$ cat src/rtl/stream_pkt_arbiter.sv
// Packet-level round-robin arbiter: NUM_PORTS requester streams share one downstream stream.
// A granted port keeps the datapath until its last beat; output is a registered 2-entry skid.
module stream_pkt_arbiter #(
  parameter int unsigned NUM_PORTS  = 4,
  parameter int unsigned DATA_WIDTH = 32,
  parameter int unsigned ID_WIDTH   = 2
) (
  input  logic                              clk_i,
  input  logic                              rst_i,
  input  logic                              cen_i,
  input  logic [NUM_PORTS*DATA_WIDTH-1:0]   din_i,
  input  logic [NUM_PORTS*DATA_WIDTH/8-1:0] din_strb_i,
  input  logic [NUM_PORTS-1:0]              din_last_i,
  input  logic [NUM_PORTS-1:0]              din_valid_i,
  output logic [NUM_PORTS-1:0]              din_ready_o,
  output logic [DATA_WIDTH-1:0]             dout_o,
  output logic [DATA_WIDTH/8-1:0]           dout_strb_o,
  output logic                              dout_last_o,
  output logic [ID_WIDTH-1:0]               dout_id_o,
  output logic                              dout_valid_o,
  input  logic                              dout_ready_i,
  output logic                              grant_active_o,
  output logic [ID_WIDTH-1:0]               grant_id_o
);

  localparam int unsigned StrbWidth = DATA_WIDTH / 8;
  localparam int unsigned BeatW     = DATA_WIDTH + StrbWidth + 1 + ID_WIDTH;
  localparam logic StIdle = 1'b0;
  localparam logic StBusy = 1'b1;
  localparam logic [ID_WIDTH-1:0] LastPort = ID_WIDTH'(NUM_PORTS - 1);

  if (NUM_PORTS < 1 || DATA_WIDTH == 0 || (DATA_WIDTH % 8) != 0 || ID_WIDTH < 1 ||
      (NUM_PORTS > 1 && ID_WIDTH < $clog2(NUM_PORTS))) begin : gen_param_err
    $error("stream_pkt_arbiter: illegal parameter combination");
  end

  logic                 state_q, state_d;
  logic [ID_WIDTH-1:0]  ptr_q, ptr_d;
  logic [ID_WIDTH-1:0]  grant_id_q, grant_id_d;
  logic [ID_WIDTH-1:0]  winner;
  logic                 found;
  logic [NUM_PORTS-1:0] din_ready_q, din_ready_d;
  logic                 out_valid_q, out_valid_d;
  logic                 skid_valid_q, skid_valid_d;
  logic [BeatW-1:0]     out_q, out_d;
  logic [BeatW-1:0]     skid_q, skid_d;
  logic [BeatW-1:0]     in_beat;
  logic                 sel_last;
  logic                 in_fire;
  logic                 out_fire;

  assign din_ready_o = {NUM_PORTS{cen_i}} & din_ready_q;
  assign in_fire     = |(din_valid_i & din_ready_o);
  assign out_fire    = cen_i & out_valid_q & dout_ready_i;

  // The beat carries the grant it was accepted under, so dout_id never follows a later grant.
  always_comb begin
    in_beat  = '0;
    sel_last = 1'b0;
    for (int k = 0; k < NUM_PORTS; k++) begin
      if (grant_id_q == ID_WIDTH'(k)) begin
        sel_last = din_last_i[k];
        in_beat  = {din_i[k*DATA_WIDTH +: DATA_WIDTH], din_strb_i[k*StrbWidth +: StrbWidth],
                    din_last_i[k], grant_id_q};
      end
    end
  end

  // First pass covers ports at or above the pointer, second pass wraps to the low ports.
  always_comb begin
    winner = '0;
    found  = 1'b0;
    for (int k = 0; k < NUM_PORTS; k++) begin
      if (!found && din_valid_i[k] && k >= int'(ptr_q)) begin
        found  = 1'b1;
        winner = ID_WIDTH'(k);
      end
    end
    for (int k = 0; k < NUM_PORTS; k++) begin
      if (!found && din_valid_i[k]) begin
        found  = 1'b1;
        winner = ID_WIDTH'(k);
      end
    end
  end

  always_comb begin
    state_d    = state_q;
    ptr_d      = ptr_q;
    grant_id_d = grant_id_q;
    case (state_q)
      StIdle: begin
        if (found) begin
          state_d    = StBusy;
          grant_id_d = winner;
        end
      end
      StBusy: begin
        if (in_fire && sel_last) begin
          state_d = StIdle;
          ptr_d   = (grant_id_q == LastPort) ? '0 : ID_WIDTH'(grant_id_q + 1'b1);
        end
      end
      default: state_d = StIdle;
    endcase
  end

  always_comb begin
    out_d        = out_q;
    out_valid_d  = out_valid_q;
    skid_d       = skid_q;
    skid_valid_d = skid_valid_q;
    if (out_fire || !out_valid_q) begin
      if (skid_valid_q) begin
        out_d        = skid_q;
        out_valid_d  = 1'b1;
        skid_valid_d = in_fire;
        if (in_fire) skid_d = in_beat;
      end else begin
        out_valid_d = in_fire;
        if (in_fire) out_d = in_beat;
      end
    end else if (in_fire) begin
      skid_d       = in_beat;
      skid_valid_d = 1'b1;
    end
  end

  // Ready is registered from next state, so a full skid blocks the following cycle.
  always_comb begin
    din_ready_d = '0;
    for (int k = 0; k < NUM_PORTS; k++) begin
      din_ready_d[k] = (state_d == StBusy) && !skid_valid_d && (grant_id_d == ID_WIDTH'(k));
    end
  end

  always_ff @(posedge clk_i) begin
    if (rst_i) begin
      state_q      <= StIdle;
      ptr_q        <= '0;
      grant_id_q   <= '0;
      din_ready_q  <= '0;
      out_valid_q  <= 1'b0;
      out_q        <= '0;
      skid_valid_q <= 1'b0;
      skid_q       <= '0;
    end else if (cen_i) begin
      state_q      <= state_d;
      ptr_q        <= ptr_d;
      grant_id_q   <= grant_id_d;
      din_ready_q  <= din_ready_d;
      out_valid_q  <= out_valid_d;
      out_q        <= out_d;
      skid_valid_q <= skid_valid_d;
      skid_q       <= skid_d;
    end
  end

  assign dout_o         = out_q[BeatW-1 -: DATA_WIDTH];
  assign dout_strb_o    = out_q[ID_WIDTH+1 +: StrbWidth];
  assign dout_last_o    = out_q[ID_WIDTH];
  assign dout_id_o      = out_q[ID_WIDTH-1:0];
  assign dout_valid_o   = out_valid_q;
  assign grant_active_o = (state_q == StBusy);
  assign grant_id_o     = grant_id_q;

endmodule
$ cat config.mk
export PLATFORM = sky130hd
export DESIGN_NAME = stream_pkt_arbiter
export DESIGN_NICKNAME = d
export VERILOG_FILES = /design/src/rtl/stream_pkt_arbiter.sv
export SDC_FILE = /design/constraint.sdc
export NUM_CORES = 1
export LEC_CHECK = 0
export BUFFER_PORTS_ARGS = -buffer_cell sky130_fd_sc_hd__buf_2
export CELL_PAD_IN_SITES_DETAIL_PLACEMENT = 2
export CELL_PAD_IN_SITES_GLOBAL_PLACEMENT = 2
export CORE_UTILIZATION = 23
export CTS_BUF_LIST = sky130_fd_sc_hd__clkbuf_16
export DETAILED_ROUTE_END_ITERATION = 8
export PLACE_DENSITY = 0.86
export SYNTH_ARGS = -nofsm -noshare
export SYNTH_HDL_FRONTEND = slang
export SYNTH_SLANG_ARGS = --single-unit
$ cat constraint.sdc
create_clock -name clk_i -period 1.8 [get_ports clk_i]
set_input_delay 0.09 -clock clk_i [delete_from_list [all_inputs] [get_ports clk_i]]
set_output_delay 0.09 -clock clk_i [all_outputs]
set_load 0.01 [all_outputs]
== Word level (Yosys, flattened, before mapping) ==
Cells that the tools add are included.
Storage, ports and cells
  flip-flop bits (word level): 89
  input port bits: 156
  logic and storage cells: 96
Operators by class
  reduce and logical (&&, ||, !) cells: 34
  equal/unequal tests: 7
  add/subtract/negate cells: 1
  bitwise operators: 5
  mux-type cells: 38
  order comparisons: 3
Operators with widths (number)
  2-to-1 mux 39 bit: 9
  2-to-1 mux 1 bit: 19
  2-to-1 mux 2 bit: 9
  logical AND 1 bit: 16
  zero test 1 bit: 9
  AND 4 bit: 2
  == test 2 bit, second input constant: 4
  AND reduction 3 bit: 2
  == test 2 x 1 -> 1 bit, second input constant: 2
  >= comparator 1 x 2 -> 1 bit, first input constant: 2
  zero test 2 bit: 2
  AND reduction 2 bit: 2
  OR reduction 4 bit: 1
  adder 2 x 1 -> 2 bit, second input constant: 1
  AND 1 bit: 2
  >= comparator 2 bit, first input constant: 1
  inequality test 2 bit, second input constant: 1
  one-hot mux 1 bit (2 select lines): 1
  nonzero test 2 bit: 1
  logical OR 1 bit: 1
  inverter 1 bit: 1

== Logic depth before layout (Yosys ltp) ==
Gate-level depths: netlist (run 1).
  depth after elaboration: 30
  depth in mapped cells: 10
  gate-level depth less buffers: 7

== Worst setup path before layout (run 1) ==
Ideal clock, no wire load.
  path type: register to register
  from: register grant_id_q[1] (netlist: grant_id_o[1])
  to: register din_ready_q[1]
  arrival time: 1.946 ns
  stages on the path, launching flop included: 9
  path buffers: 1
  library setup time: 0.117 ns
  period minus slack after synthesis: 2.063 ns
  slack: -0.263 ns
  cell sequence: dfxtp_1 > inv_1 > ha_1 > buf_6 > nand3b_1 > a211oi_2 > a211oi_1 > o221a_2 > a32o_1
Between the ends
  word-level cells in the longest chain between the ends: 10
  elaborated cells on any way between the ends: 16
Ends and longest elaborated chain
  start, declared: RTL line 39  | logic [ID_WIDTH-1:0] grant_id_q, grant_id_d;
  start signal, assigned: RTL line 150  | grant_id_q <= grant_id_d;
  zero test 2 bit: RTL line 61  | if (grant_id_q == ID_WIDTH'(k)) begin
  2-to-1 mux 1 bit (4 in a row): RTL line 61
  logical AND 1 bit: RTL line 99  | if (in_fire && sel_last) begin
  2-to-1 mux 1 bit: RTL line 99
  one-hot mux 1 bit (2 select lines): RTL line 91  | case (state_q)
  logical AND 1 bit: RTL line 133  | din_ready_d[k] = (state_d == StBusy) && !skid_valid_d && (grant_id_d == ID_WIDTH'(k));
  logical AND 1 bit (*): RTL line 133
  end signal, assigned: RTL line 151  | din_ready_q <= din_ready_d;
  end, declared: RTL line 42  | logic [NUM_PORTS-1:0] din_ready_q, din_ready_d;
Every way passes the cells marked *; elsewhere a longest branch is shown, timed or not.
A chain may end at the register's enable or synchronous reset.

== Worst setup path in the final report (run 1) ==
  from: register grant_id_q[0] (netlist: grant_id_o[0])
  to: register out_q[20]
Between the ends
  word-level cells in the longest chain between the ends: 7
  elaborated cells on any way between the ends: 10
Ends and longest elaborated chain
  zero test 2 bit: RTL line 61
  2-to-1 mux 39 bit (3 in a row): RTL line 61
  2-to-1 mux 39 bit (*): RTL line 61
  2-to-1 mux 39 bit (*): RTL line 121  | if (in_fire) out_d = in_beat;
  2-to-1 mux 39 bit (*): RTL line 114  | if (skid_valid_q) begin
  end signal, assigned: RTL line 153  | out_q <= out_d;
  end, declared: RTL line 45  | logic [BeatW-1:0] out_q, out_d;
Every way passes the cells marked *; elsewhere a longest branch is shown, timed or not. The select of a mux whose other input is x is not followed.

==> results of run 1 <==
worst min path at each step:
stage	start	end	slack, ns
after global routing	dout_ready_i	skid_valid_q	0.16
after detailed placement	skid_q[10]	skid_q[10]	0.45
after global placement	skid_q[6]	skid_q[6]	0.44
after CTS	dout_ready_i	skid_valid_q	0.14
final	din_strb_i[1]	skid_q[4]	0.17
after floorplan	cen_i	dout_valid_o	0.31
worst max-delay path, cell delays in order (launching register included):
cell and delay (ns):
dfxtp_4 0.37, inv_2 0.06, buf_6 0.12, ha_4 0.16, nor2b_4 0.14, buf_12 0.14
buf_12 0.14, a221oi_4 0.25, nor3_1 0.09, a211oi_1 0.29, nor3_1 0.12
per-stage QoR:
step | instances | util (%) | setup WS (ns)
global placement | 1026 | 32.4 | -0.113
detailed placement | 1026 | 32.4 | -0.273
CTS | 1048 | 37.1 | -0.181
floorplan | 573 | - | -0.0988
global route | 1050 | 39.5 | -0.300
finish | 1051 | 39.5 | -0.217
where the power goes:
part | internal [µW] | switching, µW | total, µW
clock network | 1070 | 852 | 1930
logic | 862 | 969 | 1830
registers | 2050 | 55.6 | 2100
cells by family (layout without fill, tap and decap cells):
group	after synthesis	after routing	synth area share (%)
and+or+nand+nor	215	215	22.3
AOI/OAI and AO/OA	192	192	29.9
DFF	89	89	38.3
buffers and inverters	66	277	6.89
muxes	7	7	1.51
adders and majority gates	4	4	1.08
other	0	2	0
timing repair:
item,in CTS,in global routing
pin swaps,58,59
buffers inserted,5,1
cloned,3,0
hold buffers,0,0
endpoints found under the hold margin,0,0
gates resized for setup,78,80
endpoints found under the setup margin,75,79
state kept, by name (all words and copies together) (netlist names):
register / cells
skid_q: 39
grant_active_o: 1
grant_id_o: 2
ptr_q: 2
skid_valid_q: 1
out_q: 39
dout_valid_o: 1
din_ready_q: 4
cell type report:
cell class                 instances  area (µm²)
timing repair buffer             252        1720
clock inverter                     7        71.3
sequential                        89        1790
antenna                            2        5.00
fill                            2171       11900
clock buffer                       9         225
multi-input combinational        418        3580
inverter                           9        40.0
tap                              265         332
layout by cell type, fill, tap and decap left out, types with 3 or more instances in the layout:
| master | instances |
|---|---|
| buf_2 | 202 |
| dfxtp_1 | 86 |
| nand2_1 | 50 |
| nor3_1 | 46 |
| nor2_1 | 45 |
| a21oi_1 | 32 |
| a221oi_4 | 30 |
| a211oi_2 | 24 |
| o22ai_1 | 23 |
| or3_1 | 23 |
| buf_4 | 22 |
| a21oi_2 | 21 |
| nor3_2 | 19 |
| a211oi_1 | 18 |
| buf_12 | 17 |
| o22ai_2 | 13 |
| or3_4 | 10 |
| clkbuf_16 | 9 |
| mux2i_1 | 7 |
| inv_1 | 6 |
| o21ai_0 | 5 |
| nand3b_1 | 5 |
| buf_6 | 5 |
| and2_1 | 4 |
| nor2b_1 | 4 |
| a32o_1 | 4 |
| clkinvlp_4 | 3 |
| ha_4 | 3 |
| buf_16 | 3 |
| dfxtp_4 | 3 |
metal layers:
metal	share of wire [%]	routed length, µm
met1	40	9150
met2	52	12100
met3	5.9	1350
met4	2.0	451
met5	0	0
==> results.cfg, run 1 <==
[run_status]
violations = negative setup slack
status = finished with violations

[drt]
ant_nets = 0
first_pass_iters = 4
wl_per_cell_um = 21.9
drcViolationCount = 0
wl_um = 23100
via_per_inst = 5.19
drtIter0Drc = 180
num_vias = 5453

[global_routing]
first_global_vias = 5946
use_met1_pct = 23.7
gr-total-overflow = 0
grt_use_total_pct = 21.1
met3_usage_pct = 5.23
grt_max_degree = 58
antenna_found_initial = 2
grt_first_pass_wirelength_um = 32800
use_met2_pct = 38.1
grt_busiest_layer = met2

[synthesis]
ys_seq_area_share_pct = 38.3
synthesis.instances = 573
yosysWarnings = 0
synth_fp_nets = 733
synthArstFlopShare_pct = 0
yosys-top-cells-count = 89 x dfxtp_1, 65 x nor3_1, 53 x a21oi_1
synth_area_leaders = dfxtp_1 38%, nor3_1 7.0%, a211oi_1 6.8%
syn_area_um2 = 4650
synth_seq_cells = 89
synth_area_per_cell_um2 = 8.11
netlist.area_leader.share_pct = 38.3
synth_edf_count = 0
synth_flop_cell = dfxtp_1
yosysTopAreaCell = dfxtp_1
synthDistinctLibCells = 44
synth.most_common_cell = dfxtp_1

[sta]
period_minus_slack_ns = 2.02
slew_headroom_pct = 71.1
finalHoldViolations = 0
fmax_ghz = 0.496
worst_pin_slew_ns = 0.429
rsz0062_at_grt = true
finalSetupViolCount = 67
skew_ns = 0.00884
setup_slack_ns = -0.217
fin_tns_setup_ns = -5.88
timing.final.crit_share_pct = 112
fin_hold_ws_ns = 0.169
final_max_slew_viol_count = 0

[clock_tree]
cts-root-buf = clkbuf_16
cts_buffers = 9
htreeDepth = 3
clkTransAtPathRegs_ns = 0.07
cts_tree = done
clock_path_buffers = 2
cts_sinks = 89
clk_latency_ns = 0.36

[power_and_ir_drop]
p_per_area_nw_per_um2 = 755
total_power_uw = 5860
irDropWorstVdd_uv = 464
leakage_uw = 0.00291

[setup_path]
rr_worst_depth = 10
worstPathMaxFanout = 6
criticalPathCategory = flip-flop to flip-flop
end_kind = flip-flop
critPathLaunch = grant_id_o[0]
required_ns = 2.03
rrSetupSlack_ns = -0.22
r2r_end = out_q[20]
r2r_start = grant_id_o[0]
arrival_ns = 2.25
cp-start-kind = flip-flop
crit_path_end = out_q[20]

[worst_hold_path]
hold_path_class = input pin to flip-flop
whs_path_depth = 5

[run]
drv_cap = 0

[placement]
port-buffer-count = 202
hpwl_um = 15100
gp_congestion = 0.771
place_area_um2 = 6370

[die]
pin_count = 203
placeableCoreArea_um2 = 19700
initial_core_util_pct = 23.6
die_x_um = 144
die_h_um = 144
dieArea_um2 = 20800
rows = 51

[final_layout]
syn_to_final_growth_pct = 67.0
final_design_area_no_fill_um2 = 7760
drive_gt1_share_pct = 52.8
final_nets = 939
(Power assumes the default switching activity.)
==> inputs of run 2 (changes only) <==
--- a/config.mk
+++ b/config.mk
@@ -8,10 +8,10 @@
 export BUFFER_PORTS_ARGS = -buffer_cell sky130_fd_sc_hd__buf_2
 export CELL_PAD_IN_SITES_DETAIL_PLACEMENT = 2
 export CELL_PAD_IN_SITES_GLOBAL_PLACEMENT = 2
-export CORE_UTILIZATION = 23
-export CTS_BUF_LIST = sky130_fd_sc_hd__clkbuf_16
+export CORE_UTILIZATION = 24
+export CTS_BUF_LIST = sky130_fd_sc_hd__clkbuf_4 sky130_fd_sc_hd__clkbuf_8
 export DETAILED_ROUTE_END_ITERATION = 8
-export PLACE_DENSITY = 0.86
+export PLACE_DENSITY = 0.89
 export SYNTH_ARGS = -nofsm -noshare
 export SYNTH_HDL_FRONTEND = slang
 export SYNTH_SLANG_ARGS = --single-unit
==> run 2 against run 1 <==
The flow still finishes with violations (negative setup slack). Critical endpoint is now out_q[32]. Hold slack worse by 0.13 ns. Critical path depth is 1 lower. Largest power group unchanged. Largest cell class unchanged. Highest routed layer unchanged. Wire length is 4.6% higher.
==> results.cfg, run 2 (synthesized netlist as in run 1, its figures left out) <==
[clock_tree]
cts_buffers = 9
clkTransAtPathRegs_ns = 0.10
cts-root-buf = clkbuf_8
clk_latency_ns = 0.40
clock_path_buffers = 2
cts_tree = done
cts_sinks = 89
htreeDepth = 3

[drt]
wl_um = 24100
wl_per_cell_um = 22.6
ant_nets = 0
via_per_inst = 5.25
drcViolationCount = 0
first_pass_iters = 4
drtIter0Drc = 180
num_vias = 5600

[setup_path]
crit_path_end = out_q[32]
slowest_delay_ns = 0.38
crit_chain = buf_6 -> ha_4 -> buf_8 -> buf_12 -> buf_4 -> a221oi_4 -> nor3_2 -> a211oi_2 -> nor3_1
required_ns = 2.05
r2r_start = grant_id_o[0]
criticalPathCategory = flip-flop to flip-flop
arrival_ns = 2.31
rr_worst_depth = 9
critPathLaunch = grant_id_o[0]
worstPathMaxFanout = 8
cp-start-kind = flip-flop
r2r_end = out_q[32]
end_kind = flip-flop
rrSetupSlack_ns = -0.26
slowest_stage = dfxtp_4

[final_layout]
final_cell_mix = 202 x buf_2, 86 x dfxtp_1, 49 x nand2_1, 45 x nor2_1, 42 x nor3_1
final_common_cell = buf_2
top_regs = out_q (39), skid_q (39), din_ready_q (4)
final_nets = 959
drive_gt1_share_pct = 54.1
final_design_area_no_fill_um2 = 7830
final_cells = 1066
post-route-util_pct = 41.6
syn_to_final_growth_pct = 68.4
fillCellCount = 2024

[die]
die_h_um = 141
placeableCoreArea_um2 = 18800
die_x_um = 141
dieArea_um2 = 19900
initial_core_util_pct = 24.7
pin_count = 203
rows = 50

[run_status]
violations = negative setup slack
status = finished with violations

[sta]
worst_pin_slew_ns = 0.617
slew_headroom_pct = 58.9
fmax_ghz = 0.485
fin_hold_ws_ns = 0.0355
rsz0062_at_grt = true
period_minus_slack_ns = 2.06
timing.final.crit_share_pct = 115
skew_ns = 0.0150
setup_slack_ns = -0.262
final_max_slew_viol_count = 0
finalSetupViolCount = 76
finalHoldViolations = 0

[placement]
dp_cells = 1023
place_area_um2 = 6340
dp_slack_ns = -0.252
port-buffer-count = 202
hpwl_um = 14900
gp_congestion = 0.788

[power_and_ir_drop]
p_per_area_nw_per_um2 = 690
irDropWorstVdd_uv = 310
leakage_uw = 0.00298

[global_routing]
first_global_vias = 5905
gr-total-overflow = 0
grt_use_total_pct = 21.6
grt_first_pass_wirelength_um = 32800
grt_max_degree = 48
antenna_found_initial = 2

[run]
drv_cap = 0

[worst_hold_path]
hold_path_class = input pin to flip-flop
run 2: cell types whose count changed in the layout (fill, tap and decap cells not counted), moves of 4 or more:
cell and delta:
buf_4 +9, clkbuf_16 -5, a21oi_2 +5, buf_6 +6
nor3_1 -4, a21oi_1 -8, clkbuf_8 +11, o22ai_1 +12
nor3_2 +4, o22ai_2 -11
run 2: where the power goes:
group	switching, µW	leakage (µW)	internal (µW)
clock	817	0.0000954	572
combinational	1000	0.00216	905
sequential	56.9	0.000723	2040
total	1880	0.00298	3520
run 2: worst min-delay path by stage:
| stage | from | end | cells past startpoint |
|---|---|---|---|
| 3_5_place_dp | rst_i | dout_valid_o | 2 |
| 3_3_place_gp | rst_i | dout_valid_o | 2 |
| 6_report | dout_ready_i | dout_valid_o | 4 |
| 2_1_floorplan | cen_i | dout_valid_o | 3 |
| 4_1_cts | dout_ready_i | dout_valid_o | 4 |
| 5_1_grt | dout_ready_i | dout_valid_o | 4 |
run 2: cell type report:
| class | count | area [µm²] | area share, % |
|---|---|---|---|
| diodes | 2 | 5.00 | 0.0639 |
| multi-input cells | 418 | 3550 | 45.4 |
| repair buffers | 272 | 1930 | 24.7 |
| clock buffers | 11 | 151 | 1.93 |
| flip-flops and latches | 89 | 1790 | 22.9 |
| well taps | 260 | 325 | 4.16 |
| inverters | 9 | 38.8 | 0.496 |
| clock inverters | 5 | 28.8 | 0.368 |
run 2: per-stage QoR:
step	TNS [ns]	total power [µW]
2_1_floorplan	-1.58	2830
6_report	-7.94	5400
4_1_cts	-5.91	5040
5_1_grt	-13.29	5650
3_5_place_dp	-8.65	3450
3_3_place_gp	-2.12	3380
run 2: critical path, delay by kind of cell (launching register included):
kind | cells | cell delay (ns)
AOI/OAI and AO/OA | 2 | 0.58
buffers and inverters | 4 | 0.58
adders and majority gates | 1 | 0.17
and+or+nand+nor | 2 | 0.21
DFF | 1 | 0.38
run 2: metal layers:
metal / vias to the layer above / wire, µm / track usage [%]
li1: 2603 / - / -
met1: 2824 / 9860 / 25.3
met2: 138 / 12800 / 39.2
met3: 35 / 838 / 3.16
met4: 0 / 618 / 8.41
met5: - / 0 / 0
run 2: what timing repair did:
| item | 4_1_cts | 5_1_grt |
|---|---|---|
| setup endpoints to repair | 81 | 79 |
| pin swaps | 23 | 104 |
| endpoints found under the hold margin | 1 | 0 |
| gates cloned | 1 | 4 |
| hold buffers | 1 | 0 |
| gates resized for setup | 58 | 115 |
| buffers inserted | 7 | 13 |
==> inputs of run 3 (changes only) <==
--- a/config.mk
+++ b/config.mk
@@ -5,10 +5,11 @@
 export SDC_FILE = /design/constraint.sdc
 export NUM_CORES = 1
 export LEC_CHECK = 0
+export ABC_AREA = 1
 export BUFFER_PORTS_ARGS = -buffer_cell sky130_fd_sc_hd__buf_2
 export CELL_PAD_IN_SITES_DETAIL_PLACEMENT = 2
 export CELL_PAD_IN_SITES_GLOBAL_PLACEMENT = 2
-export CORE_UTILIZATION = 24
+export CORE_UTILIZATION = 23
 export CTS_BUF_LIST = sky130_fd_sc_hd__clkbuf_4 sky130_fd_sc_hd__clkbuf_8
 export DETAILED_ROUTE_END_ITERATION = 8
 export PLACE_DENSITY = 0.89
==> run 3 against run 2 <==
Core utilization shrank 7.4 points. Global-route usage down 1.8 points. Sequential share of layout area up 1.8 points. Clock power is 14% higher. The run still ends with negative setup slack left. Non-clock buffer count fell by 19. Final cell count up 16%. Via count up 9.6%. Highest routed layer unchanged. Critical path type unchanged.
==> results.cfg, run 3 <==
[setup_path]
arrival_ns = 2.15
criticalPathCategory = flip-flop to flip-flop
critPathLaunch = grant_id_o[1]
worst_path_dominant_cell_family = simple AND/OR/NAND/NOR gates
crit_buf_inv = 2
end_kind = flip-flop
worstPathMaxFanout = 4
slowest_stage = dfxtp_4
cpMostUsedCell = nand2_1
crit_chain = inv_4 -> buf_4 -> ha_4 -> nand3_1 -> nand2_1 -> nand2_1 -> nand2_1 -> nand3_2 -> nand2_1 -> nand2_2 -> nand2_4 -> nor2_2 -> nand2_1 -> a21oi_1
cp-start-kind = flip-flop
r2r_start = grant_id_o[1]
required_ns = 2.10
slowest_delay_ns = 0.38

[worst_hold_path]
hp-start = din_i[126]
hold_path_class = input pin to flip-flop

[placement]
gp_congestion = 0.763
dp_slack_ns = -0.294
port-buffer-count = 202
place_area_um2 = 6530
hpwl_um = 15700

[final_layout]
num_antenna_cells = 0
final_design_area_no_fill_um2 = 7240
drive_gt1_share_pct = 37.1
syn_to_final_growth_pct = 44.0
post-route-util_pct = 34.1
final_nets = 1116
final_common_cell = nand2_1
top_regs = out_q (39), skid_q (39), din_ready_q (4)
final_cell_mix = 217 x nand2_1, 202 x buf_2, 114 x nor2_1, 86 x dfxtp_1

[sta]
slew_headroom_pct = 65.3
worst_pin_slew_ns = 0.515
setup_slack_ns = -0.0467
finalSetupViolCount = 3
finalHoldViolations = 0
rsz0062_at_grt = true
fin_hold_ws_ns = 0.0588
skew_ns = 0.00863
timing.final.crit_share_pct = 103
period_minus_slack_ns = 1.85
fmax_ghz = 0.541
final_max_slew_viol_count = 0

[global_routing]
gr-total-overflow = 0
grt_busiest_layer = met2
antenna_found_initial = 0
use_met1_pct = 23.3
grt_max_degree = 79
grt_use_total_pct = 19.8
grt_first_pass_wirelength_um = 34400
first_global_vias = 6566
met3_usage_pct = 3.23
use_met2_pct = 36.1

[die]
die_h_um = 150
initial_core_util_pct = 23.7
rows = 53
placeableCoreArea_um2 = 21200
dieArea_um2 = 22500
die_x_um = 150
pin_count = 203

[run_status]
status = finished with violations
violations = negative setup slack

[synthesis]
yosys-top-cells-count = 220 x nand2_1, 115 x nor2_1, 89 x dfxtp_1
synthesis.instances = 754
muxShareOfSynthArea_pct = 0
synth_area_leaders = dfxtp_1 35%, nand2_1 16%, nor2_1 8.6%
synthSimpleGateAreaFrac_pct = 29.2
synth_fp_nets = 914
synth_edf_count = 0
synthAdderAreaFrac_pct = 0.995
synthDistinctLibCells = 33
yosysTopAreaCell = dfxtp_1
synth_seq_cells = 89
yosysWarnings = 0
synth.most_common_cell = nand2_1
synth_compound_area_share_pct = 25.8
synthArstFlopShare_pct = 0
synth_area_per_cell_um2 = 6.67
syn_area_um2 = 5030
ys_seq_area_share_pct = 35.4
synth_top_family_by_area = simple AND/OR/NAND/NOR gates
netlist.area_leader.share_pct = 35.4
synth_xor_area_share_pct = 0
synth_flop_cell = dfxtp_1

[drt]
ant_nets = 0
drcViolationCount = 0
via_per_inst = 4.96
wl_um = 24100
num_vias = 6135
wl_per_cell_um = 19.5
drtIter0Drc = 163
first_pass_iters = 4

[clock_tree]
cts_buffers = 9
cts_sinks = 89
clock_path_buffers = 2
htreeDepth = 3
cts_tree = done
cts-root-buf = clkbuf_8
clkTransAtPathRegs_ns = 0.10
clk_latency_ns = 0.38

[power_and_ir_drop]
p_per_area_nw_per_um2 = 701
irDropWorstVdd_uv = 282
leakage_uw = 0.00334
total_power_uw = 5080

[run]
drv_cap = 0
[run 3: cell count changes in the layout (fill, tap and decap cells not counted), sizes merged, moves of 17 or more]
cell,delta
or3,-33
a31oi,+75
o31ai,+36
o21ai,+75
a221oi,-32
buf,-17
inv,+17
a211oi,-42
o22ai,-37
nand2,+181
a21oi,-40
nor3,-64
nor2,+74
[run 3: cell families after synthesis]
family | count (synthesis)
compound gates | 209
fa+ha+maj | 4
buf+inv | 88
flops | 89
simple gates | 364
[run 3: worst register-to-register path: stages (launching register included)]
cell and delay (ns):
dfxtp_4 0.38, inv_4 0.05, buf_4 0.14, ha_4 0.19
nand3_1 0.11, nand2_1 0.07, nand2_1 0.06, nand2_1 0.09
nand3_2 0.10, nand2_1 0.07, nand2_2 0.09, nand2_4 0.06
nor2_2 0.14, nand2_1 0.09, a21oi_1 0.14
[run 3: path summary, 6_finish.rpt]
| check | slack, ns | end | depth (start not counted) |
|---|---|---|---|
| max | -0.05 | din_ready_q[0] | 14 |
| min | 0.06 | skid_q[37] | 5 |
| max reg2reg | -0.05 | din_ready_q[0] | 14 |
| min reg2reg | 0.47 | out_q[24] | 2 |
[run 3: per-layer routing]
metal | routed length, µm | vias up | share of wire [%]
li1 | - | 2937 | -
met1 | 10300 | 3009 | 43
met2 | 12300 | 165 | 51
met3 | 1090 | 24 | 4.5
met4 | 421 | 0 | 1.8
met5 | 0 | - | 0
[run 3: where the power goes]
part	leakage, µW	internal [µW]	switching (µW)	total [µW]
combinational	0.00251	635	804	1440
clock	0.000106	783	803	1590
sequential	0.000722	2020	34.3	2050
total	0.00334	3440	1640	5080
[run 3: final cells by class]
type | count | area [µm²]
Clock buffer | 9 | 124
Clock inverter | 7 | 93.8
Fill cell | 2539 | 14000
Inverter | 26 | 120
Multi-Input combinational cell | 577 | 3080
Sequential cell | 89 | 1790
Tap cell | 275 | 344
Timing Repair Buffer | 253 | 1690
[run 3: through the flow]
stage / setup TNS, ns / std cells
after floorplan: 0 / 754
after global placement: -0.745 / 1207
after detailed placement: -7.42 / 1207
after CTS: 0 / 1227
after global routing: -1.20 / 1236
final: -0.0536 / 1236
[run 3: what timing repair did]
action                     CTS  global route
cloned                       2             4
hold endpoints to repair     0             0
pin swaps                    5             3
resized for setup           20            47
hold buffers                 0             0
setup endpoints to repair   77            49
buffers inserted             2             5
